[src/rtl/quantser_pkg.sv]
// ============================================================================
// quantser_pkg : shared state encoding and default sizes for the quantizing
//                bit-plane serializer.
// Revision    : 1.0
// ============================================================================
`default_nettype none

package quantser_pkg;

  localparam int QS_N_DEF     = 64;
  localparam int QS_BACC_DEF  = 27;
  localparam int QS_BMSB_DEF  = 5;
  localparam int QS_BPREC_DEF = 4;

  typedef enum logic [0:0] {
    ST_IDLE  = 1'b0,
    ST_SHIFT = 1'b1
  } state_t;

endpackage

`default_nettype wire

[src/rtl/quantser_quantlane.sv]
// ============================================================================
// quantlane : selects bit (msb - k) of one accumulator lane.
//             Out-of-range msb is clamped to the sign bit; negative index gives 0.
// Revision  : 1.0
// ============================================================================
`default_nettype none

module quantlane import quantser_pkg::*; #(
  parameter int BACC  = QS_BACC_DEF,
  parameter int BMSB  = QS_BMSB_DEF,
  parameter int BPREC = QS_BPREC_DEF
) (
  input  logic [BACC-1:0]  lane_i,
  input  logic [BMSB-1:0]  msb_i,
  input  logic [BPREC-1:0] k_i,
  output logic             bit_o
);

  // Two spare bits so the top bit of the difference acts as a sign flag.
  localparam int IW = ((BMSB > BPREC) ? BMSB : BPREC) + 2;
  localparam logic [IW-1:0] C_TOP = IW'(BACC - 1);

  logic [IW-1:0]   w_msb_ext;
  logic [IW-1:0]   w_msb_clamped;
  logic [IW-1:0]   w_idx;
  logic [BACC-1:0] w_mask;

  always_comb begin
    w_msb_ext     = IW'(msb_i);
    w_msb_clamped = (w_msb_ext > C_TOP) ? C_TOP : w_msb_ext;
    w_idx         = w_msb_clamped - IW'(k_i);
    w_mask        = BACC'(1) << w_idx[IW-2:0];
    bit_o         = ~w_idx[IW-1] & (|(lane_i & w_mask));
  end

endmodule

`default_nettype wire

[src/rtl/quantser.sv]
// ============================================================================
// quantser : registers an N-lane accumulator vector and emits it as
//            max(prec,1) bit-planes, MSB first, one plane per step pulse.
// Revision : 1.0
// ============================================================================
`default_nettype none

module quantser import quantser_pkg::*; #(
  parameter int N     = QS_N_DEF,
  parameter int BACC  = QS_BACC_DEF,
  parameter int BMSB  = QS_BMSB_DEF,
  parameter int BPREC = QS_BPREC_DEF
) (
  input  logic              clk,
  input  logic              rst_n,
  input  logic              inval,
  output logic              inrdy,
  input  logic [N*BACC-1:0] indata,
  input  logic [BMSB-1:0]   msbidx,
  input  logic [BPREC-1:0]  prec,
  output logic              step,
  output logic [N-1:0]      dataout,
  output logic              busy,
  output logic              done
);

  state_t             state_q, state_d;
  logic [N*BACC-1:0]  data_q, data_d;
  logic [BMSB-1:0]    msb_q, msb_d;
  logic [BPREC-1:0]   lastk_q, lastk_d;
  logic [BPREC-1:0]   k_q, k_d;
  logic [N-1:0]       dataout_q, dataout_d;
  logic               step_q, step_d;
  logic               done_q, done_d;
  logic               inrdy_q, inrdy_d;

  logic               w_xfer;
  logic [N*BACC-1:0]  w_src_data;
  logic [BMSB-1:0]    w_src_msb;
  logic [BPREC-1:0]   w_src_k;
  logic [N-1:0]       w_plane;

  // The lanes evaluate the plane that will be visible next cycle, so the
  // registered dataout lines up with step without an extra pipeline stage.
  for (genvar gi = 0; gi < N; gi++) begin : g_lane
    quantlane #(
      .BACC  (BACC),
      .BMSB  (BMSB),
      .BPREC (BPREC)
    ) u_lane (
      .lane_i (w_src_data[gi*BACC +: BACC]),
      .msb_i  (w_src_msb),
      .k_i    (w_src_k),
      .bit_o  (w_plane[gi])
    );
  end

  always_comb begin
    w_xfer     = inval & inrdy_q;
    state_d    = state_q;
    data_d     = data_q;
    msb_d      = msb_q;
    lastk_d    = lastk_q;
    k_d        = k_q;
    dataout_d  = dataout_q;
    w_src_data = data_q;
    w_src_msb  = msb_q;
    w_src_k    = k_q + 1'b1;

    if (w_xfer) begin
      state_d    = ST_SHIFT;
      data_d     = indata;
      msb_d      = msbidx;
      lastk_d    = (prec == '0) ? '0 : prec - 1'b1;
      k_d        = '0;
      w_src_data = indata;
      w_src_msb  = msbidx;
      w_src_k    = '0;
      dataout_d  = w_plane;
    end else if (state_q == ST_SHIFT) begin
      if (done_q) begin
        state_d = ST_IDLE;
        k_d     = '0;
      end else begin
        k_d       = k_q + 1'b1;
        dataout_d = w_plane;
      end
    end

    step_d  = (state_d == ST_SHIFT);
    done_d  = step_d && (k_d == lastk_d);
    inrdy_d = !step_d || done_d;
  end

  always_ff @(posedge clk or negedge rst_n) begin
    if (!rst_n) begin
      state_q   <= ST_IDLE;
      data_q    <= '0;
      msb_q     <= '0;
      lastk_q   <= '0;
      k_q       <= '0;
      dataout_q <= '0;
      step_q    <= 1'b0;
      done_q    <= 1'b0;
      inrdy_q   <= 1'b1;
    end else begin
      state_q   <= state_d;
      data_q    <= data_d;
      msb_q     <= msb_d;
      lastk_q   <= lastk_d;
      k_q       <= k_d;
      dataout_q <= dataout_d;
      step_q    <= step_d;
      done_q    <= done_d;
      inrdy_q   <= inrdy_d;
    end
  end

  assign step    = step_q;
  assign busy    = step_q;
  assign done    = done_q;
  assign inrdy   = inrdy_q;
  assign dataout = dataout_q;

endmodule

`default_nettype wire

[config.mk]
export PLATFORM = sky130hd
export DESIGN_NAME = quantser
export DESIGN_NICKNAME = d
export VERILOG_FILES = /design/src/rtl/quantser_pkg.sv /design/src/rtl/quantser_quantlane.sv /design/src/rtl/quantser.sv
export SDC_FILE = /design/constraint.sdc
export NUM_CORES = 2
export LEC_CHECK = 0
export ABC_AREA = 1
export CAP_MARGIN = 40
export CORE_AREA = 3 3 708 710
export CTS_CLUSTER_DIAMETER = 40
export DETAILED_ROUTE_END_ITERATION = 16
export DIE_AREA = 0 0 711 713
export GPL_ROUTABILITY_DRIVEN = 0
export GPL_TIMING_DRIVEN = 1
export SETUP_SLACK_MARGIN = 0.05
export SLEW_MARGIN = 25
export SYNTH_ARGS = -nofsm -noshare
export SYNTH_HDL_FRONTEND = slang
export SYNTH_SLANG_ARGS = --single-unit
export TNS_END_PERCENT = 5
[constraint.sdc]
create_clock -name clk -period 5.1 [get_ports clk]
set_input_delay 1.53 -clock clk [delete_from_list [all_inputs] [get_ports clk]]
set_output_delay 1.53 -clock clk [all_outputs]
set_load 0.01 [all_outputs]
==> key figures <==
Status
  • Status: completed

Synth
  • Top cells by count, synth: nand2_1, dfrtp_1, nor2_1, clkbuf_1, nand3_1
  • Synthesis warning total: 0
  • Syn Inst Count: 11200
  • Part of the Yosys area used for sequential elements: 0.550
  • Synth top area share: 0.550
  • Prevailing post-synth register cell: dfrtp_1
  • Distinct cells, synth: 33
  • #FFs+latches synth: approximately 1800
  • Synthesized area: 82200 um2
  • Avg Inst Size Synth: 7.32 um2
  • Number of synthesized flops with an enable pin: 0
  • Async SR Flop Fraction: 1.00
  • Count leader, synth: nand2_1
  • Yosys top cell by area: dfrtp_1
  • Syn_nets: 13000
  • Top cells by area, synth: dfrtp_1, nand2_1, nor2_1

Timing
  • Slew Limit Headroom: 0.236
  • Worst Skew: 0.0659 ns
  • Final hold slack: 0.471 ns
  • Max Clock Freq: roughly 200 MHz
  • Final Cycle Share: 0.974
  • RSZ-0062 raised after global routing: true
  • Fin crit period: slightly below 5 ns
  • Slew @ Worst Pin: 1.15 ns
  • Final TNS setup: 0 ns
  • Setup ws final: around 0.13 ns
  • Final setup vio count: 0
  • Final hold viol count: 0
  • Slew Limit Fails: 0

Critical path
  • Crit path DAT: 5.76 ns
  • CP startpoint kind: input pin
  • Critical path capture point type: flop
  • Critical path type: input pin to flop
  • CP Data Required Time: 5.89 ns
  • Worst-path fanout max: 10

Global routing
  • First-pass GRT wire length: 655 mm
  • Vias in the first global route: just over 80000
  • Initial antenna violation count: between 100 and 150
  • Total track usage: 0.184
  • Largest net degree at the start of global routing: 213
  • Grt ovf: 0

Routing
  • WL final: 486 mm
  • DRC: 0
  • WL/cell: 23.6 um
  • Via/cell ratio: about 4.0
  • Via count: 82500
  • Antenna Nets Post-Route: 0
  • Router iterations before antenna repair: 6
  • DRT iter0 DRCs: 7031

CTS
  • Clock-pin slew on the worst setup and hold paths: approximately 0.050 ns
  • CTS hold repair buffers: 0
  • H-tree levels: 5
  • CTS Sinks: 1808
  • CTS Buffer Depth: 4
  • Worst-Skew Late Latency: 0.94 ns
  • TritonCTS clock tree: done
  • Num CTS Buffers: around 340
  • Root buf cell: clkbuf_16

Place
  • DP Area: 114000 um2
  • Pre-CTS setup slack: -2.20 ns
  • IO buf count: approximately 1800
  • HPWL after detailed placement: 385 mm

Flow run
  • Maxcap violations: 0

Cells and area
  • Fin nets: 15300
  • Post-route cell area: between 100000 and 150000 um2
  • Area Overhead vs Synth: 54.7%
  • Share of layout cells above drive strength 1: 0.113
  • FILL cells: roughly 54000

Die
  • Io pins: 1808
  • Num rows: ~260
  • Initial core utilization: 0.166
  • Core ar.: 496000 um2
  • Full die area: 507000 um2
  • Chip width: 711 um
  • Die Ht: 713 um

Hold path
  • Worst Hold Class: flop to flop

Power and ir drop
  • Overall Power: about 0.099 W
  • Cell Pwr Density: 782 nW/um2
  • Leakage power: 64.2 nW
  • Worst VDD drop: between 300 and 400 uV
critical path, cell delays in order:
cell	delay (ns)
clkdlybuf4s50_1	0.47
buf_4	0.14
nand2_1	0.07
nand2_1	0.11
nand2_1	0.10
nor2_1	0.16
nor2_1	0.06
ha_1	0.38
nand3_1	0.15
nand3_1	0.26
nand2_1	0.24
nand2_1	0.22
nor2_4	0.06
buf_12	0.16
buf_4	0.18
nand2_1	0.06
nand2_1	0.10
nor2_1	0.11
nand2_1	0.17
buf_12	0.21
nor2_2	0.49
nand2_1	0.10
nand2_1	0.08
nand2_1	0.05
report_power, final:
part | total (W) | switching, W | internal (W)
registers | 0.0230 | 0.00195 | 0.0211
logic | 0.0527 | 0.0349 | 0.0177
clock network | 0.0237 | 0.00863 | 0.0151
total | 0.0994 | 0.0455 | 0.0539
cell type report:
cell class / instances / area [um2] / area share
sequential: 1808 / 45200 / 0.356
multi-input combinational: 8728 / 34500 / 0.272
timing repair buffer: 2567 / 26500 / 0.208
clock buffer: 406 / 9110 / 0.0716
tap: 6655 / 8330 / 0.0655
clock inverter: 210 / 2890 / 0.0227
inverter: 92 / 358 / 0.00281
antenna: 105 / 263 / 0.00207
registers in the layout (all words and copies together) (netlist names):
| register | count |
|---|---|
| inrdy | 1 |
| done | 1 |
| msb_q | 5 |
| dataout | 64 |
| lastk_q | 4 |
| busy | 1 |
| k_q | 4 |
| data_q | 1728 |
cells by family (layout without fill, tap and decap cells):
kind of cell / after synthesis / in the layout / synth area share
xor gates and xnor gates: 5 / 5 / 0.000533
other: 0 / 105 / 0
adders and majority gates: 6 / 6 / 0.00100
AOI/OAI and AO/OA: 81 / 81 / 0.00507
and+or+nand+nor: 8635 / 8635 / 0.406
muxes: 1 / 1 / 0.000122
DFF: 1808 / 1808 / 0.550
buffers and inverters: 693 / 3275 / 0.0365
layer usage:
metal	share of wire	global-route usage	wire (um)
met1	0.41	0.228	200000
met4	0.050	0.0837	24500
met3	0.062	0.0369	30100
met2	0.48	0.307	231000
met5	0.00045	0	220
cell usage in the layout, fill, tap and decap left out, types with 12 or more instances in the layout:
cell type	count
nand2_1	7587
dfrtp_1	1807
clkdlybuf4s50_1	1804
buf_4	537
nor2_1	439
clkbuf_16	343
nand3_1	269
buf_12	189
diode_2	105
inv_1	88
o21ai_0	71
or2_2	68
nand4_1	65
nor3_1	63
nor2_2	59
nor2_4	52
inv_6	45
bufinv_16	42
clkinvlp_4	40
clkinv_2	35
clkbuf_1	34
clkbuf_8	30
clkinv_4	21
buf_6	21
nand2_2	16
clkinv_16	12
what timing repair did:
action                                  4_1_cts  5_1_grt
setup buffers                                 7        3
pin swaps                                     6       12
resized for setup                            50      132
endpoints found under the setup margin       64       64
path summary, 6_finish.rpt:
| path | slack, ns | to | startpoint | depth (start not counted) |
|---|---|---|---|---|
| min in group asynchronous | 0.59 | data_q[1232]$_DFF_PN0_ | rst_n | 1 |
| hold / removal | 0.47 | data_q[82]$_DFF_PN0_ | data_q[82]$_DFF_PN0_ | 2 |
| setup / recovery | 0.13 | dataout[32]$_DFFE_PN0P_ | msbidx[3] | 24 |
| setup reg to reg | 0.50 | dataout[32]$_DFFE_PN0P_ | inrdy$_DFF_PN1_ | 25 |
| max in group asynchronous | 2.92 | data_q[1411]$_DFF_PN0_ | rst_n | 3 |
| hold reg to reg | 0.47 | data_q[82]$_DFF_PN0_ | data_q[82]$_DFF_PN0_ | 2 |
stage by stage:
stage / util / std cells
6_report: 0.256 / 20600
3_3_place_gp: 0.229 / 19800
4_1_cts: 0.254 / 20500
2_1_floorplan: - / 11200
3_5_place_dp: 0.230 / 19800
5_1_grt: 0.256 / 20500
Power figures use the tool's default switching activity.
